===== config.mk =====
export PLATFORM = sky130hd
export DESIGN_NAME = clint
export DESIGN_NICKNAME = d
export VERILOG_FILES = /design/src/rtl/clint.sv
export SDC_FILE = /design/constraint.sdc
export NUM_CORES = 1
export LEC_CHECK = 0
export BUFFER_PORTS_ARGS = -buffer_cell sky130_fd_sc_hd__buf_2
export CORE_MARGIN = 2
export CORE_UTILIZATION = 56
export DETAILED_ROUTE_END_ITERATION = 10
export PLACE_DENSITY_LB_ADDON = 0.25
export SLEW_MARGIN = 30
export SYNTH_ARGS = -nofsm -noshare
export SYNTH_HDL_FRONTEND = slang
export SYNTH_SLANG_ARGS = --single-unit
export TNS_END_PERCENT = 30

===== constraint.sdc =====
create_clock -name clk -period 6.4 [get_ports clk]
set_clock_uncertainty 0.2 [all_clocks]
set_input_delay 1.28 -clock clk [delete_from_list [all_inputs] [get_ports clk]]
set_output_delay 1.28 -clock clk [all_outputs]
set_load 0.05 [all_outputs]

===== src/rtl/clint.sv =====
// Core-local interruptor: mtime/mtimecmp/msip behind a single-outstanding
// request/response port. Define CLINT_MTIME_HALT_EN to add the `halt` input.
module clint #(
  parameter logic [63:0] BASE_ADDR = 64'h0000_0000_0200_0000,
  parameter int          MTIME_DIV = 1
) (
  input  logic        clk,
  input  logic        reset,
  input  logic        req_valid,
  output logic        req_ready,
  input  logic [63:0] req_addr,
  input  logic        req_write,
  input  logic [63:0] req_wdata,
  input  logic [7:0]  req_strobe,
  output logic        resp_valid,
  output logic [63:0] resp_rdata,
  output logic        resp_err,
  output logic        trint,
  output logic        swint
`ifdef CLINT_MTIME_HALT_EN
  ,
  input  logic        halt
`endif
);

  // Handshake: a request is taken on any edge where req_valid && req_ready;
  // resp_valid pulses for exactly the following cycle, with no back-pressure.
  typedef enum logic {IDLE = 1'b0, RESP = 1'b1} state_t;

  localparam int PW = (MTIME_DIV > 1) ? $clog2(MTIME_DIV) : 1;

  state_t        state;
  logic [PW-1:0] presc, presc_next;
  logic [63:0]   mtime, mtime_inc, mtime_next;
  logic [63:0]   mtimecmp, mtimecmp_next;
  logic          msip, msip_next;
  logic [63:0]   offset, wmask, rdata_mux;
  logic          in_range, sel_msip, sel_cmp, sel_time, mapped;
  logic          accept, wr_en, run, tick, resp_valid_q;
  logic          unused_low_bits;

  assign unused_low_bits = ^offset[2:0];

  always_comb begin
    // Below-base addresses wrap to a huge offset, so one upper-bit test covers both ends.
    offset   = req_addr - BASE_ADDR;
    in_range = (offset[63:16] == 48'd0);
    sel_msip = in_range && (offset[15:3] == 13'h0000);
    sel_cmp  = in_range && (offset[15:3] == 13'h0800);
    sel_time = in_range && (offset[15:3] == 13'h17FF);
    mapped   = sel_msip || sel_cmp || sel_time;
    accept   = req_valid && req_ready;
    wr_en    = accept && req_write;
    for (int i = 0; i < 8; i++) wmask[8*i +: 8] = {8{req_strobe[i]}};
  end

  always_comb begin
`ifdef CLINT_MTIME_HALT_EN
    run = !halt;
`else
    run = 1'b1;
`endif
    tick       = run && (presc == PW'(MTIME_DIV - 1));
    presc_next = !run ? presc : (tick ? '0 : presc + PW'(1));
    mtime_inc  = tick ? mtime + 64'd1 : mtime;
    // Written bytes override the increment; unwritten bytes keep counting.
    mtime_next    = (wr_en && sel_time) ? ((req_wdata & wmask) | (mtime_inc & ~wmask)) : mtime_inc;
    mtimecmp_next = (wr_en && sel_cmp) ? ((req_wdata & wmask) | (mtimecmp & ~wmask)) : mtimecmp;
    msip_next     = (wr_en && sel_msip && req_strobe[0]) ? req_wdata[0] : msip;
  end

  always_comb begin
    rdata_mux = 64'd0;
    if (sel_msip)      rdata_mux = {63'd0, msip};
    else if (sel_cmp)  rdata_mux = mtimecmp;
    else if (sel_time) rdata_mux = mtime;
  end

  always_ff @(posedge clk) begin
    if (reset) begin
      state        <= IDLE;
      presc        <= '0;
      mtime        <= 64'd0;
      mtimecmp     <= '1;
      msip         <= 1'b0;
      req_ready    <= 1'b1;
      resp_valid_q <= 1'b0;
      resp_rdata   <= 64'd0;
      resp_err     <= 1'b0;
      trint        <= 1'b0;
      swint        <= 1'b0;
    end else begin
      presc    <= presc_next;
      mtime    <= mtime_next;
      mtimecmp <= mtimecmp_next;
      msip     <= msip_next;
      trint    <= (mtime_next >= mtimecmp_next);
      swint    <= msip_next;
      case (state)
        IDLE: begin
          if (accept) begin
            state        <= RESP;
            req_ready    <= 1'b0;
            resp_valid_q <= 1'b1;
            resp_rdata   <= rdata_mux;
            resp_err     <= !mapped;
          end
        end
        RESP: begin
          state        <= IDLE;
          req_ready    <= 1'b1;
          resp_valid_q <= 1'b0;
        end
        default: begin
          state        <= IDLE;
          req_ready    <= 1'b1;
          resp_valid_q <= 1'b0;
        end
      endcase
    end
  end

  // A reset landing in the RESP cycle suppresses the pending response.
  assign resp_valid = resp_valid_q && !reset;

endmodule

==> flow_metrics.py <==
metrics = {
    "power_and_ir_drop": {
        "p_clk_frac": 0.440,
        "seqPwrFrac": 0.496,
        "powerDensity_nw_per_um2": 188,
        "p_leak_nw": 6.02,
        "p_int_w": 0.00190,
        "p_sw_w": 0.000607,
        "vdd_ir_drop_max_mv": 0.180,
        "swShare": 0.242,
        "p_comb_frac": 0.064,
    },
    "yosys": {
        "synth_simple_gate_area_share": 0.242,
        "ys_seq_area_frac": 0.361,
        "synth_ff_type": "dfxtp_1",
        "synth-xor-area-share": 0.0532,
        "synth_top_cell_area_share": 0.361,
        "synth-edff-count": 0,
        "synth_nets": 1406,
        "synthTopCellsByArea": "dfxtp_1 (36%), ha_1 (7.5%), mux2i_1 (5.9%), mux2_1 (5.3%), a22oi_1 (4.3%)",
        "syn_inst": 1200,
        "async_flop_share": 0,
        "synth_compound_area_frac": 0.121,
        "syn_area_per_cell_um2": 9.18,
        "synth_top_family_by_area": "simple AND/OR/NAND/NOR gates",
        "synth_fa_ha_area_frac": 0.0749,
        "ys_ff_latch": 199,
        "synth_area_um2": 11000,
        "yosysTopAreaCell": "dfxtp_1",
        "synthMuxAreaShare": 0.120,
        "yosysWarnings": 0,
        "synth_cell_types": 60,
    },
    "clock_network": {
        "cts.sinks": 199,
        "cts_max_level": 4,
        "cts_root_buf": "clkbuf_16",
        "cts_max_path_buffers": 2,
        "insertion_delay_ns": 0.44,
        "cts_buffers": 17,
        "cts_tree": "yes",
        "path_clk_slew_ns": 0.07,
    },
    "critical_path": {
        "ff2ff_setup_slack_ns": 1.79,
        "crit_path_max_incr_delay_ns": 0.58,
        "endpoint": "trint$_SDFF_PP0_",
        "r2r_start": "mtime[0]$_SDFF_PP0_",
        "cp.required_ns": 6.48,
        "critical_path_class": "in -> reg",
        "critPathSlowestCell": "or4_1",
        "r2r_end": "trint$_SDFF_PP0_",
        "cp.arrival_ns": 6.31,
        "critical_path_buf_inv_count": 3,
        "crit_chain": "buf_2 > nor4_2 > nand4_1 > or4_1 > or4_1 > a22o_1 > buf_4 > or4_4 > mux2_4 > ha_1 > nand2b_1 > a21o_1 > a21oi_1 > o21ai_0 > a21oi_1 > nor4_1 > o41ai_1 > buf_4 > a311oi_1",
        "crit_family": "simple AND/OR/NAND/NOR gates",
        "critPathLaunchType": "input port",
        "worst-path-max-fanout": 7,
        "cp_num_cells": 19,
        "cp-end-kind": "flop",
        "reg2reg_depth": 17,
        "critPathLaunch": "req_addr[41]",
    },
    "timing": {
        "grt_setup_unrepaired": "no",
        "worst_slew_pin_slew_ns": 0.954,
        "hold_viol_final": 0,
        "finalMaxSlewViolations": 0,
        "setup_viol": 0,
        "fin_setup_tns_ns": 0,
        "fin_crit_ns": 6.23,
        "fin_crit_sh": 0.974,
        "slew_headroom": 0.364,
        "max_freq_ghz": 0.160,
    },
    "routing": {
        "drc_errors": 0,
        "viasPerCell": 5.75,
        "drt.antenna.violating_nets": 0,
        "routed_wl_mm": 29.7,
        "dr.pass1.iters": 5,
        "wl_per_cell_um": 17.3,
        "vias": 9844,
        "drtIter0Drc": 589,
    },
    "layout": {
        "final_cell_mix": "buf_2 (204), dfxtp_1 (199), nand2_1 (99)",
        "layout_commonest_cell": "buf_2",
        "antenna-diode-count": 0,
        "regArea_um2": 3980,
        "drive_gt1_frac": 0.231,
        "num-fill-cells": 1603,
        "multiInputGateArea_um2": 6780,
        "final_nets": 1640,
        "syn_to_final_growth_pct": 21.0,
        "fin_util": 0.688,
    },
    "floorplan": {
        "die_x_um": 144,
        "initial_core_util": 0.568,
        "die_h_um": 144,
        "coreArea_um2": 19400,
        "ioPinCount": 209,
        "rows": 51,
        "dieArea_um2": 20800,
    },
    "hold_path": {
        "worstHoldPathType": "reg -> reg",
    },
    "global_route": {
        "gr-total-overflow": 0,
        "antenna_found_initial": 0,
        "grt_max_degree": 99,
        "grt_pass1_wl_mm": 46.7,
        "grtUsageTotal": 0.283,
        "grt_pass1_vias": 9478,
    },
    "placed_design": {
        "hpwl_mm": 22.0,
        "globalplace.congestion": 0.935,
        "io_buffers": 205,
    },
    "run": {
        "cap_violations": 0,
    },
    "outcome": {
        "status": "finished clean",
    },
}
[registers in the layout (all words and copies together) (netlist names)]
signal,cells
trint,1
msip,1
state,1
req_ready,1
presc,1
resp_err,1
resp_valid_q,1
mtimecmp,64
mtime,64
resp_rdata,64
[per-stage QoR]
step	hold WS, ns	cell area, um2	power (W)	cells	setup WS [ns]
after floorplan	0.249	11000	0.00134	1200	0.420
after global placement	0.232	12700	0.00143	1677	-0.221
after detailed placement	0.238	12700	0.00143	1677	-0.294
after CTS	0.248	13300	0.00252	1709	0.147
after global routing	0.260	13300	0.00259	1712	0.0235
final	0.243	13300	0.00251	1712	0.168
[cell families (layout without fill, tap and decap cells)]
logic type                 Yosys count  in the layout
and+or+nand+nor                    462            462
AOI/OAI and AO/OA                  209            209
DFF                                199            199
muxes                              124            124
buffers and inverters               72            319
xor gates and xnor gates            67             67
adders and majority gates           66             66
other                                1              1
[layout make-up]
| cell class | count | area share |
|---|---|---|
| tap | 265 | 0.0249 |
| timing repair buffer | 278 | 0.121 |
| sequential | 199 | 0.299 |
| inverter | 9 | 0.00253 |
| clock inverter | 14 | 0.0122 |
| clock buffer | 18 | 0.0329 |
| multi-input combinational | 929 | 0.508 |
[what timing repair did]
| action | 4_1_cts | 5_1_grt |
|---|---|---|
| hold buffers | 0 | 0 |
| resized for setup | 0 | 1 |
| endpoints found under the setup margin | 0 | 1 |
| buffers inserted | 0 | 3 |
[power by group through the flow]
stage / clock network [W] / logic (W) / registers, W
after floorplan: 0 / 0.0000619 / 0.00128
after global placement: 0 / 0.000156 / 0.00127
after detailed placement: 0 / 0.000159 / 0.00127
after CTS: 0.00112 / 0.000160 / 0.00124
after global routing: 0.00117 / 0.000173 / 0.00125
final: 0.00111 / 0.000161 / 0.00124
[routing by layer]
layer / vias up / global-route usage / share of wire
li1: 4856 / - / -
met1: 4623 / 0.360 / 0.44
met2: 308 / 0.485 / 0.48
met3: 57 / 0.0467 / 0.059
met4: 0 / 0.103 / 0.027
met5: - / 0 / 0
[cell usage after synthesis (4+ instances only)]
cell      number
ha_1          66
inv_1          9
nand2b_1      69
xor2_1        19
nand4_1       33
mux2i_1       65
nor2_1        42
clkbuf_1      49
o21ai_1       63
o21ai_0       13
nor4_1        25
o31ai_1        6
mux2_1        52
and3_1        19
buf_2         12
nor2b_1       61
a21oi_1       23
nor3b_1        4
nand3_1       39
xnor2_1       48
or4_1         15
mux2_2         6
a22oi_1       63
nor3_1        13
dfxtp_1      199
nor4_4         6
a21o_1        15
and2_1         5
and4_1        12
nand2_1       99
a211oi_1       7
[worst min-delay path, delay by kind of cell, from the launching register on]
kind               cells  cell delay [ns]
AOI/OAI and AO/OA      1             0.05
DFF                    1             0.31
and+or+nand+nor        1             0.05
[how the worst min path moves through the flow]
stage	endpoint	slack (ns)	depth (start not counted)	startpoint
after floorplan	resp_valid_q$_SDFFE_PP0P_	0.25	1	state$_SDFF_PP0_
after global placement	resp_rdata[49]$_SDFFE_PP0P_	0.23	2	resp_rdata[49]$_SDFFE_PP0P_
after detailed placement	resp_rdata[51]$_SDFFE_PP0P_	0.24	2	resp_rdata[51]$_SDFFE_PP0P_
after CTS	resp_rdata[21]$_SDFFE_PP0P_	0.25	2	resp_rdata[21]$_SDFFE_PP0P_
after global routing	resp_rdata[18]$_SDFFE_PP0P_	0.26	2	resp_rdata[18]$_SDFFE_PP0P_
final	resp_rdata[36]$_SDFFE_PP0P_	0.24	2	resp_rdata[36]$_SDFFE_PP0P_
Note: power is estimated with default switching activity, not from simulation.
